**src/rtl/delay_measure_unit.sv**
```systemverilog
// Loop-back latency meter: fires a 1-cycle probe into a delay path and times the echo.
// Optional build macro DELAY_MEAS_AVG_EN averages four back-to-back rounds per request.
module delay_measure_unit #(
    parameter int unsigned P_CNT_WIDTH = 8,
    parameter int unsigned P_TIMEOUT   = 200
) (
    input  logic                   i_clk,
    input  logic                   i_rst_n,
    input  logic                   i_start,
    output logic                   o_probe,
    input  logic                   i_echo,
    output logic                   o_busy,
    output logic                   o_done,
    output logic                   o_timeout,
    output logic [P_CNT_WIDTH-1:0] o_delay_cnt
);

    localparam int unsigned CW = P_CNT_WIDTH;
    localparam logic [CW-1:0] CNT_TIMEOUT = CW'(P_TIMEOUT);
    localparam logic [CW-1:0] CNT_ONE     = CW'(1);

    typedef enum logic [1:0] {
        S_IDLE  = 2'd0,
        S_PROBE = 2'd1,
        S_WAIT  = 2'd2,
        S_DONE  = 2'd3
    } state_e;

    state_e        state_q, state_d;
    logic          echo_q, echo_d;
    logic [CW-1:0] cnt_q, cnt_d;
    logic [CW-1:0] res_q, res_d;
    logic          tmo_q, tmo_d;
    logic          probe_q, probe_d;
    logic          busy_q, busy_d;
    logic          done_q, done_d;
    logic          timeout_q, timeout_d;
    logic [CW-1:0] delay_q, delay_d;
    logic          echo_edge;

`ifdef DELAY_MEAS_AVG_EN
    logic [1:0]    round_q, round_d;
    logic [CW+1:0] sum_q, sum_d;
    logic [CW+1:0] sum_nxt;
`endif

    assign echo_edge = i_echo & ~echo_q;

    // Next-state, counter and result logic
    always_comb begin
        state_d   = state_q;
        echo_d    = i_echo;
        cnt_d     = cnt_q;
        res_d     = res_q;
        tmo_d     = tmo_q;
        done_d    = 1'b0;
        timeout_d = 1'b0;
        delay_d   = delay_q;
`ifdef DELAY_MEAS_AVG_EN
        round_d   = round_q;
        sum_d     = sum_q;
        sum_nxt   = sum_q + (CW+2)'(res_q);
`endif
        case (state_q)
            S_IDLE: begin
                if (i_start) begin
                    state_d = S_PROBE;
                    cnt_d   = '0;
                    tmo_d   = 1'b0;
`ifdef DELAY_MEAS_AVG_EN
                    round_d = 2'd0;
                    sum_d   = '0;
`endif
                end
            end
            S_PROBE: begin
                if (echo_edge) begin
                    state_d = S_DONE;
                    res_d   = '0;
                end else begin
                    state_d = S_WAIT;
                    cnt_d   = CNT_ONE;
                end
            end
            S_WAIT: begin
                // Timeout compare precedes the increment so the counter never wraps
                if (echo_edge) begin
                    state_d = S_DONE;
                    res_d   = cnt_q;
                end else if (cnt_q == CNT_TIMEOUT) begin
                    state_d = S_DONE;
                    tmo_d   = 1'b1;
                    res_d   = '1;
                end else begin
                    cnt_d = cnt_q + CNT_ONE;
                end
            end
            S_DONE: begin
`ifdef DELAY_MEAS_AVG_EN
                if (tmo_q) begin
                    state_d   = S_IDLE;
                    done_d    = 1'b1;
                    timeout_d = 1'b1;
                    delay_d   = '1;
                end else if (round_q == 2'd3) begin
                    state_d = S_IDLE;
                    done_d  = 1'b1;
                    delay_d = CW'(sum_nxt >> 2);
                end else begin
                    state_d = S_PROBE;
                    cnt_d   = '0;
                    round_d = round_q + 2'd1;
                    sum_d   = sum_nxt;
                end
`else
                state_d   = S_IDLE;
                done_d    = 1'b1;
                timeout_d = tmo_q;
                delay_d   = res_q;
`endif
            end
            default: state_d = S_IDLE;
        endcase

        probe_d = (state_d == S_PROBE);
        busy_d  = (state_d == S_PROBE) || (state_d == S_WAIT);
`ifdef DELAY_MEAS_AVG_EN
        // Stay busy through the DONE cycles that separate rounds
        if ((state_d == S_DONE) && !tmo_d && (round_d != 2'd3))
            busy_d = 1'b1;
`endif
    end

    always_ff @(posedge i_clk or negedge i_rst_n) begin
        if (!i_rst_n) begin
            state_q   <= S_IDLE;
            echo_q    <= 1'b0;
            cnt_q     <= '0;
            res_q     <= '0;
            tmo_q     <= 1'b0;
            probe_q   <= 1'b0;
            busy_q    <= 1'b0;
            done_q    <= 1'b0;
            timeout_q <= 1'b0;
            delay_q   <= '0;
`ifdef DELAY_MEAS_AVG_EN
            round_q   <= 2'd0;
            sum_q     <= '0;
`endif
        end else begin
            state_q   <= state_d;
            echo_q    <= echo_d;
            cnt_q     <= cnt_d;
            res_q     <= res_d;
            tmo_q     <= tmo_d;
            probe_q   <= probe_d;
            busy_q    <= busy_d;
            done_q    <= done_d;
            timeout_q <= timeout_d;
            delay_q   <= delay_d;
`ifdef DELAY_MEAS_AVG_EN
            round_q   <= round_d;
            sum_q     <= sum_d;
`endif
        end
    end

    assign o_probe     = probe_q;
    assign o_busy      = busy_q;
    assign o_done      = done_q;
    assign o_timeout   = timeout_q;
    assign o_delay_cnt = delay_q;

endmodule

```
**config.mk**
```make
export PLATFORM = sky130hd
export DESIGN_NAME = delay_measure_unit
export DESIGN_NICKNAME = d
export VERILOG_FILES = /design/src/rtl/delay_measure_unit.sv
export SDC_FILE = /design/constraint.sdc
export NUM_CORES = 1
export LEC_CHECK = 0
export ABC_CLOCK_PERIOD_IN_PS = 2900
export CAP_MARGIN = 15
export CORE_MARGIN = 4
export CORE_UTILIZATION = 59
export DETAILED_ROUTE_END_ITERATION = 10
export PLACE_DENSITY = 0.9
export SYNTH_ARGS = -nofsm -noshare
export SYNTH_HDL_FRONTEND = slang
export SYNTH_SLANG_ARGS = --single-unit
```
**constraint.sdc**
```tcl
create_clock -name i_clk -period 2.9 [get_ports i_clk]
set_input_delay 0.58 -clock i_clk [delete_from_list [all_inputs] [get_ports i_clk]]
set_output_delay 0.58 -clock i_clk [all_outputs]
set_load 0.005 [all_outputs]
```
==> metrics.md <==
| Metric | Value |
|---|---|
| Final Hold Fails | `0` |
| Reg area | `800.8 µm²` |
| CP Capture Type | `register` |
| Setup CP Type | `register to register` |
| Drt initial violations | `62` |
| Syn_nets | `149` |
| Final wirelength | `3008 µm` |
| CTS max path bufs | `2` |
| Combinational Power Share | `0.351` |
| Transition time at the pin with the least slew margin | `0.7100 ns` |
| WP data required | `3.12 ns` |
| Vias in the first global route | `1068` |
| Pleak | `0.8488 nW` |
| Antenna violation net count after detailed routing | `0` |
| Yosys cell types | `34` |
| Hold Crit Class | `register to register` |
| Resize count post-CTS | `0` |
| Layout fillers | `173` |
| CTS root buffer | `clkbuf_4` |
| Wire per inst | `16.35 µm` |
| Die area | `3443 µm²` |
| Status | `complete, no violations` |
| Max-cap viol count | `0` |
| Synthesis Warnings | `0` |
| Primary FF master, synth | `dfrtp_1` |
| Worst hold margin | `0.5217 ns` |
| Die Ht | `58.68 µm` |
| FFs w/ async S/R, synth | `1.000` |
| Final Max Tran Viols | `0` |
| Fmax | `481.5 MHz` |
| Clk slew on worst S/H paths | `0.10 ns` |
| Setup tns final | `0 ns` |
| Width of the die | `58.68 µm` |
| Worst setup path startpoint | `state_q[0]$_DFF_PN0_` |
| Vias post-DR | `1118` |
| Post-layout util | `0.7136` |
| Worst VDD drop | `0.8432 mV` |
| Register area share after synthesis | `0.5285` |
| DP Wirelength | `2155 µm` |
| Slew HR | `0.5246` |
| Number of synthesized flops with an enable pin | `0` |
| RSZ-0062 raised after global routing | `no` |
| GR Util All Layers | `0.2026` |
| H-Tree Depth | `2` |
| Clock skew | `0.006389 ns` |
| Total grt overflow | `0` |
| First-pass GRT wire length | `5106 µm` |
| Commonest cells post-synth | `dfrtp_1, nand2_1, a22oi_1, ha_1, mux2_2` |
| Core footprint | `2455 µm²` |
| DR pass1 iterations | `5` |
| Area growth, synth to finish | `15.61%` |
| Mapped cell area | `1515 µm²` |
| Worst Reg-to-Reg Cells | `6` |
| Fin crit share | `0.7162` |
| Initial antenna violation count | `0` |
| Top cell type by total area after synthesis | `dfrtp_1` |
| Arr. time, crit path | `2.29 ns` |
| Power per cell area | `802.6 nW/µm²` |
| GP Congestion | `0.8032` |
| Most frequent cell after synthesis | `dfrtp_1` |
| IO Port Bufs | `15` |
| Pin count of the biggest net entering global routing | `33` |
| Synthesis-stage register bit count | `32` |
| Finished Layout Cells | `184` |
| Hold_buf cts | `0` |
| Initial Utilization | `0.6172` |
| I/O pins | `16` |
| DP Cell Count | `176` |
| Ant. Diodes | `0` |
| Row cnt | `18` |
| CTS sink count | `32` |
| Switch Pwr | `0.0004900 W` |
| Ranking of synthesized cells by area | `dfrtp_1, ha_1, mux2_2` |
| Clock share of power | `0.239` |
| Switching portion of total power | `0.3485` |
| Avg Inst Size Synth | `11.06 µm²` |
| Launching point of the worst reg2reg path | `state_q[0]$_DFF_PN0_` |
| CP Max Fanout | `12` |
| CTS Buf Count | `5` |
| Layout cells sized above 1 | `0.1364` |
| CTS tree | `yes` |
| Clk_lat worst skew | `0.34 ns` |
| Number of remaining DRC errors | `0` |
| Via-to-Cell Ratio | `6.076` |
| Flop2flop setup slack | `0.82 ns` |
| Postcts setup bufs | `0` |
| Yosys top cell area share | `0.5285` |
| Period minus WS final | `2.077 ns` |
| Reg power frac | `0.410` |
| Final Setup Violations | `0` |
| Final #Nets | `165` |
| Gate Count Post-Synth | `137` |
| Crit start category | `register` |
| Multi-input gate area | `653.1 µm²` |
| Reg-to-Reg End | `cnt_q[2]$_DFFE_PN0P_` |
| Crit path to | `cnt_q[2]$_DFFE_PN0P_` |
| Internal Power | `0.0009159 W` |
## critical path: stages (launching register included)
cell and delay (ns):
dfrtp_1 0.43, inv_1 0.10, ha_1 0.38, nor2_1 0.09
o211ai_1 0.59, or3_4 0.28, o21ai_0 0.09
## worst min path at each step
| stage | end | depth (start not counted) | from | slack, ns |
|---|---|---|---|---|
| 2_1_floorplan | cnt_q[0]$_DFFE_PN0P_ | 0 | i_rst_n | 0.28 |
| 3_3_place_gp | o_delay_cnt[1]$_DFFE_PN0P_ | 1 | o_delay_cnt[1]$_DFFE_PN0P_ | 0.49 |
| 3_5_place_dp | o_delay_cnt[7]$_DFFE_PN0P_ | 1 | o_delay_cnt[7]$_DFFE_PN0P_ | 0.50 |
| 4_1_cts | o_delay_cnt[7]$_DFFE_PN0P_ | 1 | o_delay_cnt[7]$_DFFE_PN0P_ | 0.52 |
| 5_1_grt | o_delay_cnt[7]$_DFFE_PN0P_ | 1 | o_delay_cnt[7]$_DFFE_PN0P_ | 0.54 |
| 6_report | o_delay_cnt[7]$_DFFE_PN0P_ | 1 | o_delay_cnt[7]$_DFFE_PN0P_ | 0.52 |
## flip-flops by register name, indices dropped and copies added (netlist names)
signal,flops
cnt_q,8
echo_q,1
o_busy,1
o_delay_cnt,8
o_done,1
o_probe,1
o_timeout,1
res_q,8
state_q,2
tmo_q,1
## layout by cell type (no fill, tap or decap), types with 2 or more instances in the layout
master	n
nand4_1	2
and2_1	2
nor2b_1	2
nand2_1	13
o21ai_0	6
a21oi_1	3
nand2b_1	4
or3_1	3
clkbuf_4	5
ha_1	8
a22oi_1	8
nand3_1	5
inv_1	7
mux2_2	8
clkdlybuf4s50_1	15
nor2_1	6
dfrtp_1	32
o31ai_1	7
## final cells by class
cell class,count,share of cell area
clock inverters,2,0.02000
well taps,30,0.02143
flip-flops and latches,32,0.4571
multi-input cells,91,0.3729
clock buffers,6,0.02357
inverters,7,0.01500
repair buffers,16,0.09000
## metrics by stage
| stage | total power, W | setup slack (ns) | area (µm²) |
|---|---|---|---|
| after floorplan | 0.0009015 | 1.157 | 1515 |
| after global placement | 0.001037 | 0.6725 | 1675 |
| after detailed placement | 0.001074 | 0.6101 | 1675 |
| after CTS | 0.001409 | 0.8331 | 1752 |
| after global routing | 0.001506 | 0.6273 | 1752 |
| final | 0.001406 | 0.8231 | 1752 |
## cells by family after synthesis
family,Yosys count,share of synthesized area
and+or+nand+nor,43,0.1585
muxes,8,0.05946
DFF,32,0.5285
AOI/OAI and AO/OA,32,0.1470
adders and majority gates,8,0.06606
buffers and inverters,14,0.04046
## layer usage
layer,share of wire,GRT usage
met5,0,0
met4,0.0090,0.05825
met3,0.069,0.07237
met2,0.50,0.3413
met1,0.42,0.2460
## power groups by stage
stage	clock network (W)	logic [W]	registers, W
3_5_place_dp	0	0.000489	0.000585
4_1_cts	0.000341	0.000491	0.000576
5_1_grt	0.000362	0.000555	0.000589
6_report	0.000336	0.000493	0.000576
3_3_place_gp	0	0.000459	0.000578
2_1_floorplan	0	0.000326	0.000575
No activity file was read; power rests on OpenSTA's default activity.
